### config.mk
export PLATFORM = sky130hd
export DESIGN_NAME = spi_burst_arbiter_flat
export DESIGN_NICKNAME = d
export VERILOG_FILES = /design/src/rtl/spi_pkg.sv /design/src/rtl/spi_burst_arbiter_if.sv /design/src/rtl/spi_rr_arbiter.sv /design/src/rtl/spi_burst_arbiter.sv /design/src/flat_wrapper.sv
export SDC_FILE = /design/constraint.sdc
export NUM_CORES = 1
export LEC_CHECK = 0
export CAP_MARGIN = 10
export CORE_MARGIN = 1.5
export CORE_UTILIZATION = 45
export DETAILED_ROUTE_END_ITERATION = 12
export PLACE_DENSITY_LB_ADDON = 0.2
export SYNTH_ARGS = -nofsm -noshare
export SYNTH_HDL_FRONTEND = slang
export SYNTH_SLANG_ARGS = --single-unit
### constraint.sdc
create_clock -name clk -period 3.74 [get_ports clk]
set_clock_uncertainty 0.05 [all_clocks]
set_input_delay 0.935 -clock clk [delete_from_list [all_inputs] [get_ports clk]]
set_output_delay 0.935 -clock clk [all_outputs]
set_load 0.05 [all_outputs]
### src/rtl/spi_pkg.sv
// spi_pkg: shared types for the SPI burst arbiter (FSM state encoding, SPI byte width)
package spi_pkg;
  typedef enum logic [2:0] {IDLE, CS_SETUP, LOAD, WAIT, GAP} spi_arb_state_t;
  localparam int SPI_BYTE_W = 8;
endpackage

### src/rtl/spi_burst_arbiter_if.sv
// spi_burst_arbiter_if: requester bus + SPI engine signals; master = requesters/engine side, slave = arbiter
interface spi_burst_arbiter_if
  import spi_pkg::*;
#(
  parameter int N_REQ = 2,
  parameter int LEN_W = 4
);
  logic [N_REQ-1:0] req, grant, tx_take, rx_valid, burst_done;
  logic [N_REQ*LEN_W-1:0] req_len;
  logic [N_REQ*16-1:0] req_limit;
  logic [N_REQ*SPI_BYTE_W-1:0] req_tx_data;
  logic [SPI_BYTE_W-1:0] rx_data, spi_data_in, spi_data_out;
  logic [15:0] spi_limit;
  logic err_timeout, spi_start, spi_done, spi_cs_n;
  modport master (
    output req, req_len, req_limit, req_tx_data, spi_data_out, spi_done,
    input  grant, tx_take, rx_data, rx_valid, burst_done, err_timeout, spi_start, spi_data_in, spi_limit, spi_cs_n
  );
  modport slave (
    input  req, req_len, req_limit, req_tx_data, spi_data_out, spi_done,
    output grant, tx_take, rx_data, rx_valid, burst_done, err_timeout, spi_start, spi_data_in, spi_limit, spi_cs_n
  );
endinterface

### src/rtl/spi_rr_arbiter.sv
// spi_rr_arbiter: combinational round-robin pick; in req_i, rr_ptr_i; out one-hot grant_next_o, any_req_o
module spi_rr_arbiter #(
  parameter int N_REQ = 2,
  parameter int PW = 1
) (
  input  logic [N_REQ-1:0] req_i,
  input  logic [PW-1:0]    rr_ptr_i,
  output logic [N_REQ-1:0] grant_next_o,
  output logic             any_req_o
);
  always_comb begin
    grant_next_o = '0;
    for (int k = N_REQ - 1; k >= 0; k--) begin
      if (req_i[(int'(rr_ptr_i) + k) % N_REQ]) begin
        grant_next_o = '0;
        grant_next_o[(int'(rr_ptr_i) + k) % N_REQ] = 1'b1;
      end
    end
  end
  assign any_req_o = |req_i;
endmodule

### src/rtl/spi_burst_arbiter.sv
// spi_burst_arbiter: round-robin multi-byte burst arbiter for one SPI byte engine; ports clk, rst, bus (slave: requester bus + engine)
module spi_burst_arbiter
  import spi_pkg::*;
#(
  parameter int N_REQ      = 2,
  parameter int LEN_W      = 4,
  parameter int GAP_CYCLES = 2,
  parameter int TIMEOUT    = 4096
) (
  input logic clk,
  input logic rst,
  spi_burst_arbiter_if.slave bus
);
  localparam int PW = N_REQ > 1 ? $clog2(N_REQ) : 1;
  localparam int TW = $clog2(TIMEOUT);
  localparam int GW = $clog2(GAP_CYCLES) + 1;
  spi_arb_state_t state_q, state_d;
  logic [PW-1:0] idx_q, idx_d, rr_q, rr_d, nxt_idx;
  logic [LEN_W-1:0] rem_q, rem_d, len_sel;
  logic [TW-1:0] tmr_q, tmr_d;
  logic [GW-1:0] gap_q, gap_d;
  logic [15:0] lim_q, lim_d;
  logic [SPI_BYTE_W-1:0] tx_q, tx_d, rx_q, rx_d, tx_sel;
  logic [N_REQ-1:0] rxv_q, rxv_d, gnt_nxt, idx_oh;
  logic err_q, err_d, any_req, tout, gap_end;
  spi_rr_arbiter #(.N_REQ(N_REQ), .PW(PW)) u_rr (
    .req_i(bus.req), .rr_ptr_i(rr_q), .grant_next_o(gnt_nxt), .any_req_o(any_req)
  );
  always_comb begin
    nxt_idx = '0;
    for (int i = 0; i < N_REQ; i++) if (gnt_nxt[i]) nxt_idx = PW'(i);
  end
  assign idx_oh  = N_REQ'(1) << idx_q;
  assign len_sel = bus.req_len[nxt_idx*LEN_W +: LEN_W];
  assign tx_sel  = bus.req_tx_data[idx_q*SPI_BYTE_W +: SPI_BYTE_W];
  assign tout    = state_q == WAIT && !bus.spi_done && tmr_q == TW'(TIMEOUT - 1);
  assign gap_end = state_q == GAP && gap_q == GW'(GAP_CYCLES - 1);
  always_comb begin
    state_d = state_q;
    idx_d   = idx_q;
    rr_d    = rr_q;
    rem_d   = rem_q;
    lim_d   = lim_q;
    tx_d    = tx_q;
    rx_d    = rx_q;
    err_d   = err_q;
    rxv_d   = '0;
    tmr_d   = state_q == LOAD ? TW'(1) : tmr_q + TW'(1);
    gap_d   = state_q == GAP ? gap_q + GW'(1) : '0;
    case (state_q)
      IDLE: if (any_req) begin
        state_d = CS_SETUP;
        idx_d   = nxt_idx;
        rr_d    = nxt_idx == PW'(N_REQ - 1) ? '0 : nxt_idx + PW'(1);
        rem_d   = len_sel == '0 ? LEN_W'(1) : len_sel;
        lim_d   = bus.req_limit[nxt_idx*16 +: 16];
        err_d   = 1'b0;
      end
      CS_SETUP: state_d = LOAD;
      LOAD: begin
        state_d = WAIT;
        tx_d    = tx_sel;
      end
      WAIT: if (bus.spi_done) begin
        rx_d    = bus.spi_data_out;
        rxv_d   = idx_oh;
        rem_d   = rem_q - LEN_W'(1);
        state_d = rem_q == LEN_W'(1) ? GAP : LOAD;
      end else if (tout) begin
        err_d   = 1'b1;
        state_d = GAP;
      end
      GAP: state_d = gap_end ? IDLE : GAP;
      default: state_d = IDLE;
    endcase
  end
  always_ff @(posedge clk) begin
    if (rst) begin
      state_q <= IDLE;
      idx_q   <= '0;
      rr_q    <= '0;
      rem_q   <= '0;
      tmr_q   <= '0;
      gap_q   <= '0;
      lim_q   <= '0;
      tx_q    <= '0;
      rx_q    <= '0;
      rxv_q   <= '0;
      err_q   <= 1'b0;
    end else begin
      state_q <= state_d;
      idx_q   <= idx_d;
      rr_q    <= rr_d;
      rem_q   <= rem_d;
      tmr_q   <= tmr_d;
      gap_q   <= gap_d;
      lim_q   <= lim_d;
      tx_q    <= tx_d;
      rx_q    <= rx_d;
      rxv_q   <= rxv_d;
      err_q   <= err_d;
    end
  end
  assign bus.grant       = state_q == IDLE ? '0 : idx_oh;
  assign bus.tx_take     = state_q == LOAD ? idx_oh : '0;
  assign bus.spi_start   = state_q == LOAD;
  assign bus.spi_data_in = state_q == LOAD ? tx_sel : tx_q;
  assign bus.spi_limit   = lim_q;
  assign bus.spi_cs_n    = !(state_q inside {CS_SETUP, LOAD, WAIT});
  assign bus.rx_data     = rx_q;
  assign bus.rx_valid    = rxv_q;
  assign bus.burst_done  = gap_end ? idx_oh : '0;
  assign bus.err_timeout = err_q;
endmodule

### src/flat_wrapper.sv
// flat-port wrapper written by rule: the top's interface ports become plain ports
module spi_burst_arbiter_flat import spi_pkg::*;
#(
  parameter int N_REQ      = 2,
  parameter int LEN_W      = 4,
  parameter int GAP_CYCLES = 2,
  parameter int TIMEOUT    = 4096
)
  (clk, rst, bus_req, bus_req_len, bus_req_limit, bus_req_tx_data, bus_spi_data_out, bus_spi_done, bus_grant, bus_tx_take, bus_rx_data, bus_rx_valid, bus_burst_done, bus_err_timeout, bus_spi_start, bus_spi_data_in, bus_spi_limit, bus_spi_cs_n);
  spi_burst_arbiter_if #(.N_REQ(N_REQ), .LEN_W(LEN_W)) bus_i ();
  input logic clk;
  input logic rst;
  input wire logic [$bits(bus_i.req)-1:0] bus_req;
  input wire logic [$bits(bus_i.req_len)-1:0] bus_req_len;
  input wire logic [$bits(bus_i.req_limit)-1:0] bus_req_limit;
  input wire logic [$bits(bus_i.req_tx_data)-1:0] bus_req_tx_data;
  input wire logic [$bits(bus_i.spi_data_out)-1:0] bus_spi_data_out;
  input wire logic [$bits(bus_i.spi_done)-1:0] bus_spi_done;
  output wire logic [$bits(bus_i.grant)-1:0] bus_grant;
  output wire logic [$bits(bus_i.tx_take)-1:0] bus_tx_take;
  output wire logic [$bits(bus_i.rx_data)-1:0] bus_rx_data;
  output wire logic [$bits(bus_i.rx_valid)-1:0] bus_rx_valid;
  output wire logic [$bits(bus_i.burst_done)-1:0] bus_burst_done;
  output wire logic [$bits(bus_i.err_timeout)-1:0] bus_err_timeout;
  output wire logic [$bits(bus_i.spi_start)-1:0] bus_spi_start;
  output wire logic [$bits(bus_i.spi_data_in)-1:0] bus_spi_data_in;
  output wire logic [$bits(bus_i.spi_limit)-1:0] bus_spi_limit;
  output wire logic [$bits(bus_i.spi_cs_n)-1:0] bus_spi_cs_n;
  assign bus_i.req = bus_req;
  assign bus_i.req_len = bus_req_len;
  assign bus_i.req_limit = bus_req_limit;
  assign bus_i.req_tx_data = bus_req_tx_data;
  assign bus_i.spi_data_out = bus_spi_data_out;
  assign bus_i.spi_done = bus_spi_done;
  assign bus_grant = bus_i.grant;
  assign bus_tx_take = bus_i.tx_take;
  assign bus_rx_data = bus_i.rx_data;
  assign bus_rx_valid = bus_i.rx_valid;
  assign bus_burst_done = bus_i.burst_done;
  assign bus_err_timeout = bus_i.err_timeout;
  assign bus_spi_start = bus_i.spi_start;
  assign bus_spi_data_in = bus_i.spi_data_in;
  assign bus_spi_limit = bus_i.spi_limit;
  assign bus_spi_cs_n = bus_i.spi_cs_n;
  spi_burst_arbiter #(.N_REQ(N_REQ), .LEN_W(LEN_W), .GAP_CYCLES(GAP_CYCLES), .TIMEOUT(TIMEOUT)) u_core (.clk(clk), .rst(rst), .bus(bus_i));
endmodule
==> reports/qor.yml <==
root_buffer: "clkbuf_8"
synth_edf_count: 0
drt_first_iter_violations: 182
htreeDepth: 3
netlist_area_mm2: 0.00255
drc: 0
clockBufferDepth: 2
finalCoreUtilization_pct: 70.3
post_cts_buffers: 0
syn-mean-instance-area_um2: 8.88
portBuffers: 111
fill_cells: 460
num_antenna_cells: 0
die-area_mm2: 0.00612
ant_nets: 0
yosys_warnings: 0
clkSinkCount: 58
grt_pass1_wl_um: 10900
die-height_um: 78.3
max_freq_mhz: 309
synth_compound_area_share_pct: 17.3
path_class: "flop to primary output"
synth_nets: 360
grt.total_usage_pct: 22.7
synth_xor_area_share_pct: 2.41
core_mm2: 0.00547
finalHoldViolCount: 0
num_vias: 2494
std_cell_rows: 27
drive_above_1_share_pct: 8.00
clkTransAtPathRegs_ns: 0.06
grt_max_degree: 31
antenna_found_initial: 0
period_needed_ns: 3.23
p_leak_nw: 1.41
timing.slew.headroom_pct: 52.0
wl_um: 6430
numCtsBuffers: 9
max_cap_viol_count: 0
final.period_utilization_pct: 86.4
async_reset_ff_share_pct: 0
startpoint_type: "flop"
synthSimpleGateAreaFrac_pct: 24.9
io_pins: 112
synth_fa_ha_area_share_pct: 1.96
irDropWorstVdd_uv: 283
cts_resized: 0
viasPerCell: 5.28
drt-pass1-iter-count: 8
synth_top_family_by_area: "simple AND/OR/NAND/NOR gates"
globalplace.congestion: 0.786
initial_utilization_pct: 46.6
run_status: "complete, no violations"
dp_hpwl_um: 4540
syn_inst: 287
powerDensity_mw_per_mm2: 466
routedWlPerCell_um: 13.6
cp.arrival_ns: 2.25
ys_ff_latch: 58
synth_area_leader_cell: "dfxtp_1"
fin_nets: 468
grt_pass1_vias: 2455
crit_path_end_kind: "primary output"
ys_types: 49
hp-class: "flop to flop"
cp_data_required_time_ns: 2.75
clk_latency_ns: 0.33
synth_ff_type: "dfxtp_1"
tightest_slew_ns: 0.719
synthMuxAreaShare_pct: 3.53
multi_input_area_mm2: 0.00128
final-setup-viol-count: 0
synthTopCellsByArea: "dfxtp_1, nor2_1, a222oi_1"
timing.hold.ws_ns: 0.404
grt_overflow_total: 0
ys_seq_area_share_pct: 45.6
crit_fanout: 17
syn_to_final_growth_pct: 50.9
slew_violations: 0
fin_setup_tns_ns: 0
holdBufCountCts: 0
yosysTopAreaCellShare_pct: 45.6
regArea_mm2: 0.00116
rsz0062_at_grt: "no"
die_w_um: 78.3
cts_tree: "yes"
-- layout make-up --
cell class	instances	area share [%]
multi-input combinational	207	33.2
inverter	7	0.683
timing repair buffer	112	28.4
tap	72	2.34
clock inverter	2	0.911
sequential	58	30.2
clock buffer	14	4.23
-- power breakdown --
part           internal (W)  total (W)  switching (W)
Sequential         0.000664   0.000698      0.0000337
Clock              0.000344   0.000577       0.000233
Combinational      0.000212   0.000518       0.000306
Total               0.00122    0.00179       0.000573
-- path summary, 6_finish.rpt --
path	start	to	slack, ns	cells past startpoint
hold reg to reg	u_core.bus.rx_data[3]$_SDFFE_PP0N_	u_core.bus.rx_data[3]$_SDFFE_PP0N_	0.40	2
hold / removal	u_core.bus.rx_data[3]$_SDFFE_PP0N_	u_core.bus.rx_data[3]$_SDFFE_PP0N_	0.40	2
setup reg to reg	u_core.state_q[0]$_SDFFE_PP0P_	u_core.bus.spi_limit[14]$_SDFFE_PP0P_	2.03	4
setup / recovery	u_core.idx_q$_SDFFE_PP0P_	bus_burst_done[1]	0.51	2
-- cell families after synthesis --
family	after synthesis
and+or+nand+nor	123
AOI/OAI and AO/OA	64
DFF	58
buffers and inverters	22
muxes	9
xor gates and xnor gates	7
adders and majority gates	4
-- cell usage in the layout (no fill, tap or decap), types with 2 or more instances in the layout --
| cell | Yosys | final |
|---|---|---|
| clkdlybuf4s50_1 | 0 | 102 |
| dfxtp_1 | 58 | 58 |
| nor2_1 | 38 | 38 |
| nand2_1 | 25 | 25 |
| a21oi_1 | 24 | 24 |
| a222oi_1 | 13 | 13 |
| nor3_1 | 12 | 12 |
| clkbuf_8 | 0 | 11 |
| mux2i_1 | 9 | 9 |
| buf_4 | 0 | 9 |
| nor2b_1 | 8 | 8 |
| o21ai_0 | 7 | 7 |
| inv_1 | 6 | 6 |
| nor3b_1 | 5 | 5 |
| nand3_1 | 5 | 5 |
| xnor2_1 | 5 | 5 |
| a21boi_0 | 5 | 5 |
| and3_1 | 4 | 4 |
| ha_1 | 4 | 4 |
| a221o_1 | 3 | 3 |
| nand4_1 | 3 | 3 |
| or3_1 | 3 | 3 |
| nand3b_1 | 3 | 3 |
| a31oi_1 | 3 | 3 |
| clkbuf_1 | 5 | 3 |
| and2b_1 | 2 | 2 |
| or2_2 | 2 | 2 |
| nand2b_1 | 2 | 2 |
| xor2_1 | 2 | 2 |
| a211o_1 | 2 | 2 |
-- critical path: stages, from the launching register on --
cell	delay, ns
dfxtp_1	0.78
and4_1	0.32
clkdlybuf4s50_1	0.81
-- through the flow --
stage                     setup WS [ns]  area, um2  std cells  power [W]
after global placement            0.855       3650        456    0.00122
after CTS                         0.493       3850        472    0.00180
after detailed placement          0.858       3650        456    0.00123
after global routing              0.344       3850        472    0.00189
after floorplan                   0.954       2550        287    0.00104
final                             0.507       3850        472    0.00179
-- per-layer routing --
layer  GRT usage [%]  vias up  wire length [um]
met1            27.1     1141              2940
met5               0        -                 0
met4            10.5        0               150
met3            7.91       16               387
met2            36.7       88              2940
li1                -     1249                 -
-- cells in the mapped netlist, types with 2 or more instances --
cell type  count
dfxtp_1       58
nor2_1        38
nand2_1       25
a21oi_1       24
a222oi_1      13
nor3_1        12
mux2i_1        9
nor2b_1        8
buf_2          7
o21ai_0        7
inv_1          6
a21boi_0       5
clkbuf_1       5
nand3_1        5
nor3b_1        5
xnor2_1        5
and3_1         4
ha_1           4
a221o_1        3
a31oi_1        3
nand3b_1       3
nand4_1        3
or3_1          3
a211o_1        2
and2b_1        2
buf_6          2
nand2b_1       2
or2_2          2
xor2_1         2
-- state kept, by name, indices dropped and copies added, names as in the netlist --
| name | cells |
|---|---|
| u_core.idx_q | 1 |
| u_core.state_q | 3 |
| u_core.rr_q | 1 |
| u_core.bus.rx_data | 8 |
| u_core.gap_q | 2 |
| u_core.tmr_q | 12 |
| u_core.bus.rx_valid | 2 |
| u_core.bus.err_timeout | 1 |
| u_core.tx_q | 8 |
| u_core.rem_q | 4 |
| u_core.bus.spi_limit | 16 |
(Power assumes the default switching activity.)
